[config.mk]
export PLATFORM = sky130hd
export DESIGN_NAME = instr_sequencer
export DESIGN_NICKNAME = d
export VERILOG_FILES = /design/src/rtl/instr_sequencer.sv
export SDC_FILE = /design/constraint.sdc
export NUM_CORES = 1
export LEC_CHECK = 0
export ABC_AREA = 1
export CAP_MARGIN = 20
export CORE_MARGIN = 1
export CORE_UTILIZATION = 25
export DETAILED_ROUTE_END_ITERATION = 8
export PLACE_DENSITY_LB_ADDON = 0.05
export SYNTH_ARGS = -nofsm -noshare
export SYNTH_HDL_FRONTEND = slang
export SYNTH_SLANG_ARGS = --single-unit
[constraint.sdc]
create_clock -name clock -period 1.9 [get_ports clock]
set_input_delay 0.38 -clock clock [delete_from_list [all_inputs] [get_ports clock]]
set_output_delay 0.38 -clock clock [all_outputs]
set_load 0.01 [all_outputs]
[src/rtl/instr_sequencer.sv]
// Mini SRC control unit: fetches, decodes the IR opcode and steps through the
// control sequence of each instruction class, holding memory steps for MEM_WAIT cycles.
module instr_sequencer #(
  parameter int MEM_WAIT = 1,
  parameter int OPC_W    = 5
) (
  input  logic        clock,
  input  logic        clear,
  input  logic        run,
  input  logic [31:0] ir,
  input  logic        con,
  output logic        incPC,
  output logic        e_PC,
  output logic        e_IR,
  output logic        e_Y,
  output logic        e_Z,
  output logic        e_MDR,
  output logic        e_MAR,
  output logic        ram_read,
  output logic        ram_write,
  output logic        MDR_read,
  output logic [3:0]  ALU_op,
  output logic [4:0]  BusDataSelect,
  output logic        Gra,
  output logic        Grb,
  output logic        Grc,
  output logic        e_Rin,
  output logic        e_Rout,
  output logic        BAout,
  output logic        imm_sel,
  output logic        e_CON_FF,
  output logic        done,
  output logic        halted,
  output logic        illegal
);

  typedef enum logic [3:0] {
    S_IDLE, S_F0, S_F1, S_F2, S_F3, S_T3, S_T4, S_T5,
    S_T6, S_T7, S_T8, S_DONE, S_HALT
  } state_t;

  typedef enum logic [2:0] {
    C_NOP, C_LDI, C_LD, C_ST, C_ALU, C_BR, C_HALT, C_ILL
  } cls_t;

  localparam logic [4:0] BUS_ZLO   = 5'b10011;
  localparam logic [4:0] BUS_PC    = 5'b10100;
  localparam logic [4:0] BUS_MDR   = 5'b10101;
  localparam logic [3:0] ALU_ADD   = 4'b0011;
  localparam logic [3:0] WAIT_INIT = 4'(MEM_WAIT);

  state_t           state_reg;
  cls_t             cls_reg;
  cls_t             cls_now;
  logic [3:0]       wait_reg;
  logic             illegal_reg;
  logic [OPC_W-1:0] opcode;
  logic             unused_ir;

  assign opcode    = ir[31 -: OPC_W];
  assign unused_ir = ^ir;

  always_comb begin
    cls_now = C_ILL;
    if (opcode == OPC_W'(0))                              cls_now = C_LD;
    else if (opcode == OPC_W'(1))                         cls_now = C_LDI;
    else if (opcode == OPC_W'(2))                         cls_now = C_ST;
    else if (opcode >= OPC_W'(3) && opcode <= OPC_W'(12)) cls_now = C_ALU;
    else if (opcode == OPC_W'(18))                        cls_now = C_BR;
    else if (opcode == OPC_W'(26))                        cls_now = C_NOP;
    else if (opcode == OPC_W'(27))                        cls_now = C_HALT;
  end

  // The instruction class is latched at T3 so later steps do not depend on ir decode timing.
  always_ff @(posedge clock or posedge clear) begin
    if (clear) begin
      state_reg   <= S_IDLE;
      cls_reg     <= C_NOP;
      wait_reg    <= 4'd0;
      illegal_reg <= 1'b0;
    end else begin
      case (state_reg)
        S_IDLE: if (run) state_reg <= S_F0;
        S_F0: begin
          state_reg <= S_F1;
          wait_reg  <= WAIT_INIT;
        end
        S_F1: begin
          if (wait_reg == 4'd0) state_reg <= S_F2;
          else                  wait_reg  <= wait_reg - 4'd1;
        end
        S_F2: state_reg <= S_F3;
        S_F3: state_reg <= S_T3;
        S_T3: begin
          cls_reg     <= cls_now;
          illegal_reg <= (cls_now == C_ILL);
          case (cls_now)
            C_NOP, C_ILL: state_reg <= S_DONE;
            C_HALT:       state_reg <= S_HALT;
            default:      state_reg <= S_T4;
          endcase
        end
        S_T4: state_reg <= S_T5;
        S_T5: begin
          if (cls_reg == C_LDI || cls_reg == C_ALU) begin
            state_reg <= S_DONE;
          end else begin
            state_reg <= S_T6;
            wait_reg  <= WAIT_INIT;
          end
        end
        S_T6: begin
          if (cls_reg == C_LD) begin
            if (wait_reg == 4'd0) state_reg <= S_T7;
            else                  wait_reg  <= wait_reg - 4'd1;
          end else if (cls_reg == C_ST) begin
            state_reg <= S_T7;
            wait_reg  <= WAIT_INIT;
          end else begin
            state_reg <= S_DONE;
          end
        end
        S_T7: begin
          if (cls_reg == C_LD)       state_reg <= S_T8;
          else if (wait_reg == 4'd0) state_reg <= S_DONE;
          else                       wait_reg  <= wait_reg - 4'd1;
        end
        S_T8: state_reg <= S_DONE;
        S_DONE: begin
          illegal_reg <= 1'b0;
          state_reg   <= run ? S_F0 : S_IDLE;
        end
        S_HALT:  state_reg <= S_HALT;
        default: state_reg <= S_IDLE;
      endcase
    end
  end

  always_comb begin
    incPC = 1'b0; e_PC = 1'b0; e_IR = 1'b0; e_Y = 1'b0; e_Z = 1'b0;
    e_MDR = 1'b0; e_MAR = 1'b0; ram_read = 1'b0; ram_write = 1'b0; MDR_read = 1'b0;
    ALU_op = 4'd0; BusDataSelect = 5'd0;
    Gra = 1'b0; Grb = 1'b0; Grc = 1'b0; e_Rin = 1'b0; e_Rout = 1'b0;
    BAout = 1'b0; imm_sel = 1'b0; e_CON_FF = 1'b0;
    done = 1'b0; halted = 1'b0; illegal = 1'b0;
    case (state_reg)
      S_F0: begin BusDataSelect = BUS_PC; e_MAR = 1'b1; incPC = 1'b1; end
      S_F1: ram_read = 1'b1;
      S_F2: begin MDR_read = 1'b1; e_MDR = 1'b1; end
      S_F3: begin BusDataSelect = BUS_MDR; e_IR = 1'b1; end
      S_T3: begin
        case (cls_now)
          C_LDI, C_LD, C_ST: begin Grb = 1'b1; BAout = 1'b1; e_Rout = 1'b1; e_Y = 1'b1; end
          C_ALU:             begin Grb = 1'b1; e_Rout = 1'b1; e_Y = 1'b1; end
          C_BR:              begin Gra = 1'b1; e_Rout = 1'b1; e_CON_FF = 1'b1; end
          default: ;
        endcase
      end
      S_T4: begin
        case (cls_reg)
          C_ALU:   begin Grc = 1'b1; e_Rout = 1'b1; ALU_op = ir[30:27]; e_Z = 1'b1; end
          C_BR:    begin BusDataSelect = BUS_PC; e_Y = 1'b1; end
          default: begin imm_sel = 1'b1; ALU_op = ALU_ADD; e_Z = 1'b1; end
        endcase
      end
      S_T5: begin
        case (cls_reg)
          C_LD, C_ST: begin BusDataSelect = BUS_ZLO; e_MAR = 1'b1; end
          C_BR:       begin imm_sel = 1'b1; ALU_op = ALU_ADD; e_Z = 1'b1; end
          default:    begin BusDataSelect = BUS_ZLO; Gra = 1'b1; e_Rin = 1'b1; end
        endcase
      end
      S_T6: begin
        case (cls_reg)
          C_LD:    ram_read = 1'b1;
          C_ST:    begin Gra = 1'b1; e_Rout = 1'b1; e_MDR = 1'b1; end
          default: begin BusDataSelect = BUS_ZLO; e_PC = con; end
        endcase
      end
      S_T7: begin
        if (cls_reg == C_LD) begin MDR_read = 1'b1; e_MDR = 1'b1; end
        else                 ram_write = 1'b1;
      end
      S_T8:   begin BusDataSelect = BUS_MDR; Gra = 1'b1; e_Rin = 1'b1; end
      S_DONE: begin done = 1'b1; illegal = illegal_reg; end
      S_HALT: halted = 1'b1;
      default: ;
    endcase
  end

endmodule

; Yosys cells after proc, flatten, opt, wreduce, memory -nomap -nowiden
; Index checks and enable logic that the tools add are counted.
[word_totals]
ff_bits = 12
input_bits = 36
output_inout_bits = 30
word_cells = 128
[classes]
add_sub_neg = 1
n_lt_le_gt_ge = 2
eq_ne = 36
n_mux = 67
reduce_logical = 18
[ops]
columns = operator, n
row1 = 4-bit one-hot mux with 13 select lines, 1
row2 = 4-bit two-way mux, 11
row3 = 1-bit two-way mux, 27
row4 = 5-bit one-hot mux with 5 select lines, 1
row5 = 4-bit one-hot mux with 2 select lines, 3
row6 = "4-bit == test, second input constant", 5
row7 = 4-bit one-hot mux with 5 select lines, 1
row8 = "3-bit == test, second input constant", 6
row9 = 3-bit two-way mux, 6
row10 = "4-bit by 3-bit == test with 1-bit output, second input constant", 4
row11 = 1-bit one-hot mux with 2 select lines, 8
row12 = "5-bit == test, second input constant", 3
row13 = 5-bit two-way mux, 3
row14 = "3-bit by 2-bit == test with 1-bit output, second input constant", 4
row15 = "3-bit inequality test, second input constant", 3
row16 = "4-bit by 2-bit == test with 1-bit output, second input constant", 2
row17 = 4-bit logical NOT, 2
row18 = "2-bit inequality test, second input constant", 4
row19 = 4-bit AND reduction, 2
row20 = 2-bit OR reduction, 4
row21 = "3-bit by 1-bit == test with 1-bit output, second input constant", 2
row22 = 2-bit two-way mux, 3
row23 = 1-bit one-hot mux with 3 select lines, 2
row24 = 3-bit OR reduction, 2
row25 = other kinds (15), 15

; Logic depth before layout (Yosys ltp)
; Gate-level depths: netlist of run 1.
[logic_depth]
word_depth = 12
depth_mapped = 11

; Worst setup path after synthesis of run 1
; OpenSTA, ideal clock, no wires.
[synth_path]
path_kind = register to output
from = register state_reg[2]
to = output ALU_op[2]
arrival_time_ps = 1322
required_time_ps = 1520
slack_ps = 198
path_stages_with_launch = 9
path_buffers = 0
cell_sequence = dfrtp_1 -> inv_2 -> nor2_2 -> inv_2 -> nor2_1 -> inv_2 -> nor2_1 -> inv_1 -> nor2_1
[synth_between]
elab_chain_cells = 2
word_cells_on_any_way = 3
classes_between = eq/ne (2) / mux (1)
[synth_lines]
columns = item, line_no
row1 = start: declaration, 52  ; state_t state_reg;
row2 = start signal: assignment, 131  ; state_reg <= run ? S_F0 : S_IDLE;
row3 = 4-bit by 3-bit == test with 1-bit output, 146  ; case (state_reg)
row4 = 4-bit one-hot mux with 2 select lines (*), 146
row5 = end: declaration, 22  ; output logic [3:0] ALU_op,
; Every way passes the cells marked *; elsewhere a longest branch is shown, timed or not.

; Worst setup path after layout of run 1
[layout_path]
from = register state_reg[1]
to = output Gra
[layout_between]
elab_chain_cells = 2
word_cells_on_any_way = 5
classes_between = eq/ne (4) / mux (1)
[layout_lines]
columns = item, line_no
row1 = 4-bit == test or 4-bit by 3-bit == test with 1-bit output (tied branches), 146
row2 = 1-bit one-hot mux with 4 select lines (*), 146
row3 = end: declaration, 24  ; output logic Gra,
; Marks and branches as above.

==> results.md, run 1 <==
- CTS saw 12 sinks.
- The critical path goes through buf_4, nand2_4, nor2_4, inv_4, nor2_4, nand2_2, nand3_2, or2_1, buf_2.
- The pin count of the biggest net entering global routing is 13.
- Of all nets on the critical path, the largest fanout is 4.
- For this run, the detailed router's first-pass iteration total came to 4.
- The total number of vias is approximately 1800.
- STA puts the critical path data required time at approximately 1.5 ns.
- The total of endpoints with negative setup slack in the final report is 8.
- In this run the power density over the cells is around 1400 nW/um2.
- The routed design could run at a clock period as short as around 2.0 ns.
- The peak clock frequency supported by timing is around 500 MHz.
- For this run the aggregate overflow at the end of global routing stands at 0.
- The distinct cell type count of the synthesized netlist is 29.
- The worst-case headroom to the max-slew limit is 0.666.
- In this design, the stage delay of the slowest critical-path cell is 0.45 ns.
- After clock tree synthesis, the clock-pin slew on the worst setup and hold paths is 0.06 ns.
- Leaving out fill and tap cells, the most frequent cell in the layout is sky130_fd_sc_hd__buf_4.
- The actual slew at the worst max-slew pin is roughly 0.5 ns.
- The effective utilization at floorplan is 0.265.
- The core region is around 4800 um2.
- Setup repair after global routing could not meet its margin everywhere.
- In the routed design, unresolved DRC markers number 0.
- The vias per cell is 4.46.
- The hold-fix buffer count after cts is 0.
- The net count of the finished layout is 370.
- The number of nets in the synthesized netlist is roughly 250.
- The reported max-cap violation count is 0.
- On the critical path, the stage with the largest delay is an instance of sky130_fd_sc_hd__dfrtp_2.
- The type of the most critical hold path is input port to async pin.
- The first routing iteration left 48 violations.
- The clock passes through at most 2 buffers.
- A synthesized cell averages approximately 6 um2.
- Counting tap cells, the placed design contains a total of between 300 and 400 instances.
- The via count of the first global-routing pass is between 1500 and 2000.
- CTS built an H-tree with a depth of 1.
- The checks that failed: negative setup slack.
- After layout, the worst setup slack is -0.0873 ns.
- From synthesis to final layout, the design area changed by 97.9%.
- By area, the combinational part of the netlist is dominated by simple AND/OR/NAND/NOR gates.
- The number of antenna violations at the first check in global routing is 0.
- At the end of routability-driven placement, the weighted congestion stood at ~0.82.
- The floorplan step set the die height to 73.7 um.
- The half-perimeter wire length after placement is roughly 3700 um.
- The worst setup path is launched from a flip-flop.
- Of the total synthesized cell area, the portion taken by AND, OR, NAND and NOR gates is 0.510.
- The compound-cell area share of the yosys netlist is 0.111.
- The element type at the critical path end is a primary output.
- The worst path arrival time is 1.61 ns.
- The cell class contributing the biggest share of worst-path delay is simple AND/OR/NAND/NOR gates.
- In this run the core area contains 25 standard-cell rows.
- OpenSTA, run right after detailed placement, puts the worst setup slack at -0.716 ns.
- The number of port buffers is 37.
- The worst setup skew after layout is 0.00267 ns.
- The proportion of synthesized chip area in sequential cells is 0.234.
- The synthesis-stage register bit count is 12.
- Counting the fill cells in the layout gives between 500 and 600.
- The die covers roughly 5400 um2.
- The leakage power summed over all cells is 1.35 nW.
- TritonCTS built the clock tree.
- The count of endpoints failing hold in the final timing report was 0.
- In the layout the commonest cells are 61 x sky130_fd_sc_hd__buf_4, 40 x sky130_fd_sc_hd__nand2_1, 22 x sky130_fd_sc_hd__buf_6.
- The count of pins over their slew limit came to 0.
- After routing, the total negative slack on setup checks comes to -0.353 ns.
- The multiplexer area fraction after synthesis is 0.
- Wires add up to between 4000 and 5000 um.
- IR analysis of the VDD net gives a maximum drop of approximately 480 uV.
- The share of layout cells above drive strength 1 is 0.569.
- Across every metal layer, demand over resource in global routing totals 0.187.
- Clock tree synthesis selected as its root buffer the cell sky130_fd_sc_hd__clkbuf_8.
- The number of CTS-inserted buffers is 3.
- Yosys printed 0 warnings.
- For this run, the number of standard cells in the final layout without fillers is ~400.
- Dividing the detail-routed wire length by the instance count gives 12.4 um.
- The antenna violation net count after detailed routing is 0.
- The utilization after layout is 0.524.
- The gate count of the mapped netlist is around 210.
- The run finished, with violations left.
- The later pin in the worst-skew pair is clocked with a latency of roughly 0.24 ns.
- The count of buffer and inverter cells on the critical path is 3.
- Of the available clock period, the critical path in the final layout requires 1.05.
- The cell seen most often among critical-path stages is sky130_fd_sc_hd__nor2_4.
- The antenna diode instance count is 0.
- The first global-routing pass estimated ~7600 um of wire.
- The path type of the worst setup path is flip-flop to primary output.
- 66 I/O pins were placed.
- The post-synthesis share of cell area spent on xor and xnor gates is 0.
- The post-synthesis share of cell area spent on full adders, half adders and majority gates is 0.00974.
- The post-synthesis cell area is ~1300 um2.
- The die outline width is around 74 um.
==> worst reg2reg max path, cell delays in order (launching register included) <==
cell                       delay [ns]
sky130_fd_sc_hd__dfrtp_2         0.43
sky130_fd_sc_hd__buf_6           0.13
sky130_fd_sc_hd__nand2_4         0.05
sky130_fd_sc_hd__buf_6           0.12
sky130_fd_sc_hd__buf_6           0.11
sky130_fd_sc_hd__buf_6           0.11
sky130_fd_sc_hd__nor2_2          0.18
sky130_fd_sc_hd__nor2_2          0.10
sky130_fd_sc_hd__nand3_2         0.09
sky130_fd_sc_hd__nand3b_4        0.11
sky130_fd_sc_hd__inv_4           0.11
sky130_fd_sc_hd__nand2_2         0.04
sky130_fd_sc_hd__nand2_1         0.05
sky130_fd_sc_hd__o21ai_1         0.05
==> power by group <==
part | internal [mW] | total (mW) | switching [mW]
Clock | 0.183 | 0.283 | 0.100
Sequential | 0.383 | 0.505 | 0.122
Combinational | 1.33 | 2.83 | 1.50
Total | 1.90 | 3.62 | 1.72
==> cell families after synthesis <==
kind of cell | count (synthesis)
simple gates | 132
buf+inv | 43
compound gates | 25
flops | 12
fa+ha+maj | 1
other cells | 1
==> cell usage after synthesis (all sizes together) <==
master	n	area, um2
o211ai	1	7.51
a21oi	4	20.0
nand3b	1	20.0
nand3	18	113
dfrtp	12	300
buf	1	7.51
inv	42	163
a221oi	1	8.76
ha	1	12.5
o21a	2	15.0
conb	1	3.75
nand4	9	71.3
o21ai	14	70.1
or2	3	18.8
nor2	41	186
o221ai	1	8.76
o22ai	2	12.5
nand2	55	221
nor3	5	25.0
==> cell type report <==
type                       count  area (um2)  share of cell area
sequential                    12         304               0.120
timing repair buffer         115         901               0.354
multi-input combinational    159        1030               0.404
tap                           67        83.8              0.0330
inverter                      42         173              0.0679
clock buffer                   4        55.1              0.0217
==> per-layer routing <==
layer | up-vias | part of all wire | track usage
li1 | 916 | - | -
met1 | 828 | 0.45 | 0.245
met2 | 26 | 0.50 | 0.317
met3 | 10 | 0.025 | 0.0288
met4 | 0 | 0.021 | 0.0513
met5 | - | 0 | 0
==> worst paths after layout <==
path / from / to / slack (ns) / cells past startpoint
hold / removal: clear / wait_reg[3] / 0.46 / 2
setup / recovery: state_reg[1] / Gra / -0.09 / 9
hold reg to reg: wait_reg[0] / wait_reg[0] / 0.50 / 2
min in group clock: wait_reg[0] / wait_reg[0] / 0.50 / 2
setup reg to reg: state_reg[1] / wait_reg[0] / 0.11 / 13
max in group asynchronous: clear / state_reg[0] / 1.08 / 2
==> metrics by stage <==
stage,hold WS [ns],power (mW),area (um2)
after global routing,0.526,3.92,2540
final,0.457,3.62,2540
after CTS,0.473,3.23,2300
after global placement,0.485,2.70,2110
after detailed placement,0.487,2.69,2110
after floorplan,0.245,1.66,1280
==> what timing repair did <==
item / 4_1_cts / 5_1_grt
buffers inserted: 16 / 17
cloned: 0 / 0
pin swaps: 9 / 25
endpoints found under the setup margin: 29 / 32
resized for setup: 140 / 72
Note: power is estimated with default switching activity, not from simulation.
==> inputs of run 2 (changes only) <==
Settings changed: GPL_ROUTABILITY_DRIVEN set to 0.
==> results of run 2 <==
No change in the layout: final DEF, timing and power equal those of run 1.
==> inputs of run 3 (changes only) <==
Settings changed: SETUP_SLACK_MARGIN set to 0.15.
==> run 3 against run 2 <==
  * The run still ends with negative setup slack left
  * Sequential power is 3% higher
  * Die area stayed put
  * Power is 10% higher
  * Final area is 8.7% higher
  * Sequential share of layout area is 0.86 points lower
  * Flip-flop and latch count stayed put
  * Clock-buffer cell count stayed put
  * Hold slack better by 0.0021 ns
  * Fmax is 1.3% lower
  * Clock power hardly changed
  * Critical path depth stayed put
  * Critical path type unchanged
  * Critical endpoint is now e_Rout
  * Largest cell class unchanged
==> results.md, run 3 (same netlist as run 1, synthesis figures left out) <==
- The run finished, with violations left.
- The final reports fail on negative setup slack.
- The floorplan die area came to 5430 um2 (unchanged).
- The worst path arrival time is 1.63 ns (+0.02 ns).
- The all-layer global routing usage is 0.187 (+0.000287).
- The number of port buffers is 37 (unchanged).
- The count of standard-cell rows came to 25 (unchanged).
- The share of layout cells above drive strength 1 is 0.638 (+0.0690).
- The antenna diode instance count is 0 (unchanged).
- The sum of negative setup slack came to -0.382 ns (-0.0293 ns).
- The area overhead of the layout relative to synthesis is 115%.
- The tree is rooted in a sky130_fd_sc_hd__clkbuf_8.
- The antenna violation net count after detailed routing is 0 (unchanged).
- The half-perimeter wire length after placement is 3670 um (unchanged).
- The number of CTS-inserted buffers is 3 (unchanged).
- The endpoint required time on the critical path was 1.52 ns (about the same).
- The utilization after layout came to 0.570 (+0.0454).
- The deepest level of the CTS H-tree is 1 (unchanged).
- TritonCTS built the clock tree.
- The slowest library cell on the worst path is sky130_fd_sc_hd__dfrtp_2.
- The area inside the core boundary is 4850 um2 (unchanged).
- The effective utilization at floorplan is 0.265 (unchanged).
- The count of pins over their slew limit is 0 (unchanged).
- The actual slew at the worst max-slew pin is 0.504 ns (+0.00416 ns).
- The reported max-cap violation count is 0 (unchanged).
- The top-level I/O count is 66 (unchanged).
- The clock slew seen by the registers of the worst setup and hold paths is 0.06 ns (about the same).
- Walking the worst path, the cells encountered are nor2_4, inv_2, nor2_4, buf_6, buf_4, buf_6, nand2_1, nand3_1, buf_2.
- The pin count of the biggest net entering global routing came to 13 (unchanged).
- In the layout the commonest cells are 58 x sky130_fd_sc_hd__buf_4, 38 x sky130_fd_sc_hd__nand2_1, 32 x sky130_fd_sc_hd__buf_6.
- The starting DRC count in detailed routing was 45 (-6.3%).
- The first-pass GRT wire length was 7670 um (+0.91%).
- The number of buffers between clock root and the deepest sink is 2 (unchanged).
- Setup repair after global routing could not meet its margin everywhere.
- The total number of vias was 1781 (+0.056%).
- The final critical-path required period was 2.01 ns (+0.0253 ns).
- The peak clock frequency supported by timing came to 497 MHz (-1.3%).
- The routed wire length per instance is 12.7 um (+2.6%).
- The leakage power summed over all cells is 1.44 nW (+7.2%).
- The maximum resistive drop on vdd came to 526 uV (+9.0%).
- The total power of the final layout was 3.98 mW (+10%).
- The worst setup skew after layout is 0.00268 ns (+0.00000364 ns).
- The final clock period utilization by the worst path is 1.06 (+0.0133).
- The final routed DRC violation total is 0 (unchanged).
- The total of endpoints with negative setup slack in the final report is 8 (unchanged).
- The clock latency of the later-clocked register in the worst-skew pair is 0.24 ns (about the same).
- The maximum net fanout on the critical path is 5 (+1).
- The element type at the critical path end is a primary output.
- The routed wire length is 5170 um (+4.7%).
- The worst setup path is launched from a flip-flop.
- The vias per cell is 4.38 (-1.9%).
- The delay of the slowest cell on the worst path came to 0.48 ns (+0.03 ns).
- The die height is 73.7 um (unchanged).
- The clock sink count is 12 (unchanged).
- The most common cell after layout, fill and taps aside is sky130_fd_sc_hd__buf_4.
- The number of antenna violations at the first check in global routing is 0 (unchanged).
- The count of endpoints failing hold in the final timing report was 0 (unchanged).
- The critical path is of the flip-flop to primary output type.
- The detailed-routing iteration count for the pre-antenna-repair pass is 4 (unchanged).
- The number of fill cells is 473 (-6.3%).
- The remaining global-route overflow is 0 (unchanged).
- The net count of the finished layout is 378 (+2.2%).
- The die outline width came to 73.7 um (unchanged).
- The worst-case headroom to the max-slew limit came to 0.663 (-0.00278).
- The via count of the first global-routing pass is 1671 (+2.2%).
- The total power per unit cell area was 1440 nW/um2 (+1.3%).
- The final worst-path setup slack is -0.113 ns (-0.0253 ns).
- The type of the most critical hold path is input port to async pin.
==> run 3: per-stage QoR <==
stage | std cells | area [um2] | hold slack [ns] | worst slack (ns)
6_report | 407 | 2760 | 0.459 | -0.113
3_5_place_dp | 367 | 2110 | 0.487 | -0.716
2_1_floorplan | 214 | 1280 | 0.245 | 0.198
3_3_place_gp | 367 | 2110 | 0.485 | -0.708
4_1_cts | 383 | 2360 | 0.473 | -0.0756
5_1_grt | 407 | 2760 | 0.526 | -0.183
==> run 3: final timing paths <==
kind,start,endpoint,slack (ns),depth (start not counted)
setup / recovery,state_reg[1],e_Rout,-0.11,9
min in group clock,wait_reg[0],wait_reg[0],0.50,2
setup reg to reg,state_reg[1],wait_reg[0],0.13,13
max in group asynchronous,clear,state_reg[2],1.07,2
hold / removal,clear,wait_reg[3],0.46,2
hold reg to reg,wait_reg[0],wait_reg[0],0.50,2
==> run 3: area by class of cell <==
| cell class | instances | area (um2) | area share |
|---|---|---|---|
| multi-input cells | 159 | 1140 | 0.411 |
| inverters | 42 | 178 | 0.0643 |
| repair buffers | 123 | 1000 | 0.363 |
| clock buffers | 4 | 55.1 | 0.0199 |
| flip-flops and latches | 12 | 307 | 0.111 |
| well taps | 67 | 83.8 | 0.0303 |
==> run 3: routing by layer <==
| metal | track usage | up-vias | wire length (um) | share of wire |
|---|---|---|---|---|
| li1 | - | 936 | - | - |
| met1 | 0.244 | 817 | 2360 | 0.46 |
| met2 | 0.315 | 20 | 2630 | 0.51 |
| met3 | 0.0357 | 8 | 108 | 0.021 |
| met4 | 0.0491 | 0 | 76 | 0.015 |
| met5 | 0 | - | 0 | 0 |
==> run 3: critical path, delay by kind of cell (launching register included) <==
family / cells / cell delay (ns)
buffers and inverters: 5 / 0.51
and+or+nand+nor: 4 / 0.39
DFF: 1 / 0.48
==> run 3: report_power, final <==
| part | switching, mW | leakage [nW] | internal (mW) |
|---|---|---|---|
| registers | 0.133 | 0.144 | 0.387 |
| logic | 1.65 | 1.27 | 1.53 |
| clock network | 0.100 | 0.0288 | 0.183 |
| total | 1.88 | 1.44 | 2.10 |
==> run 3: repair_timing <==
item,CTS,global route
hold buffers,0,0
pin swaps,12,31
setup endpoints to repair,30,34
setup buffers,12,24
gates resized for setup,180,81
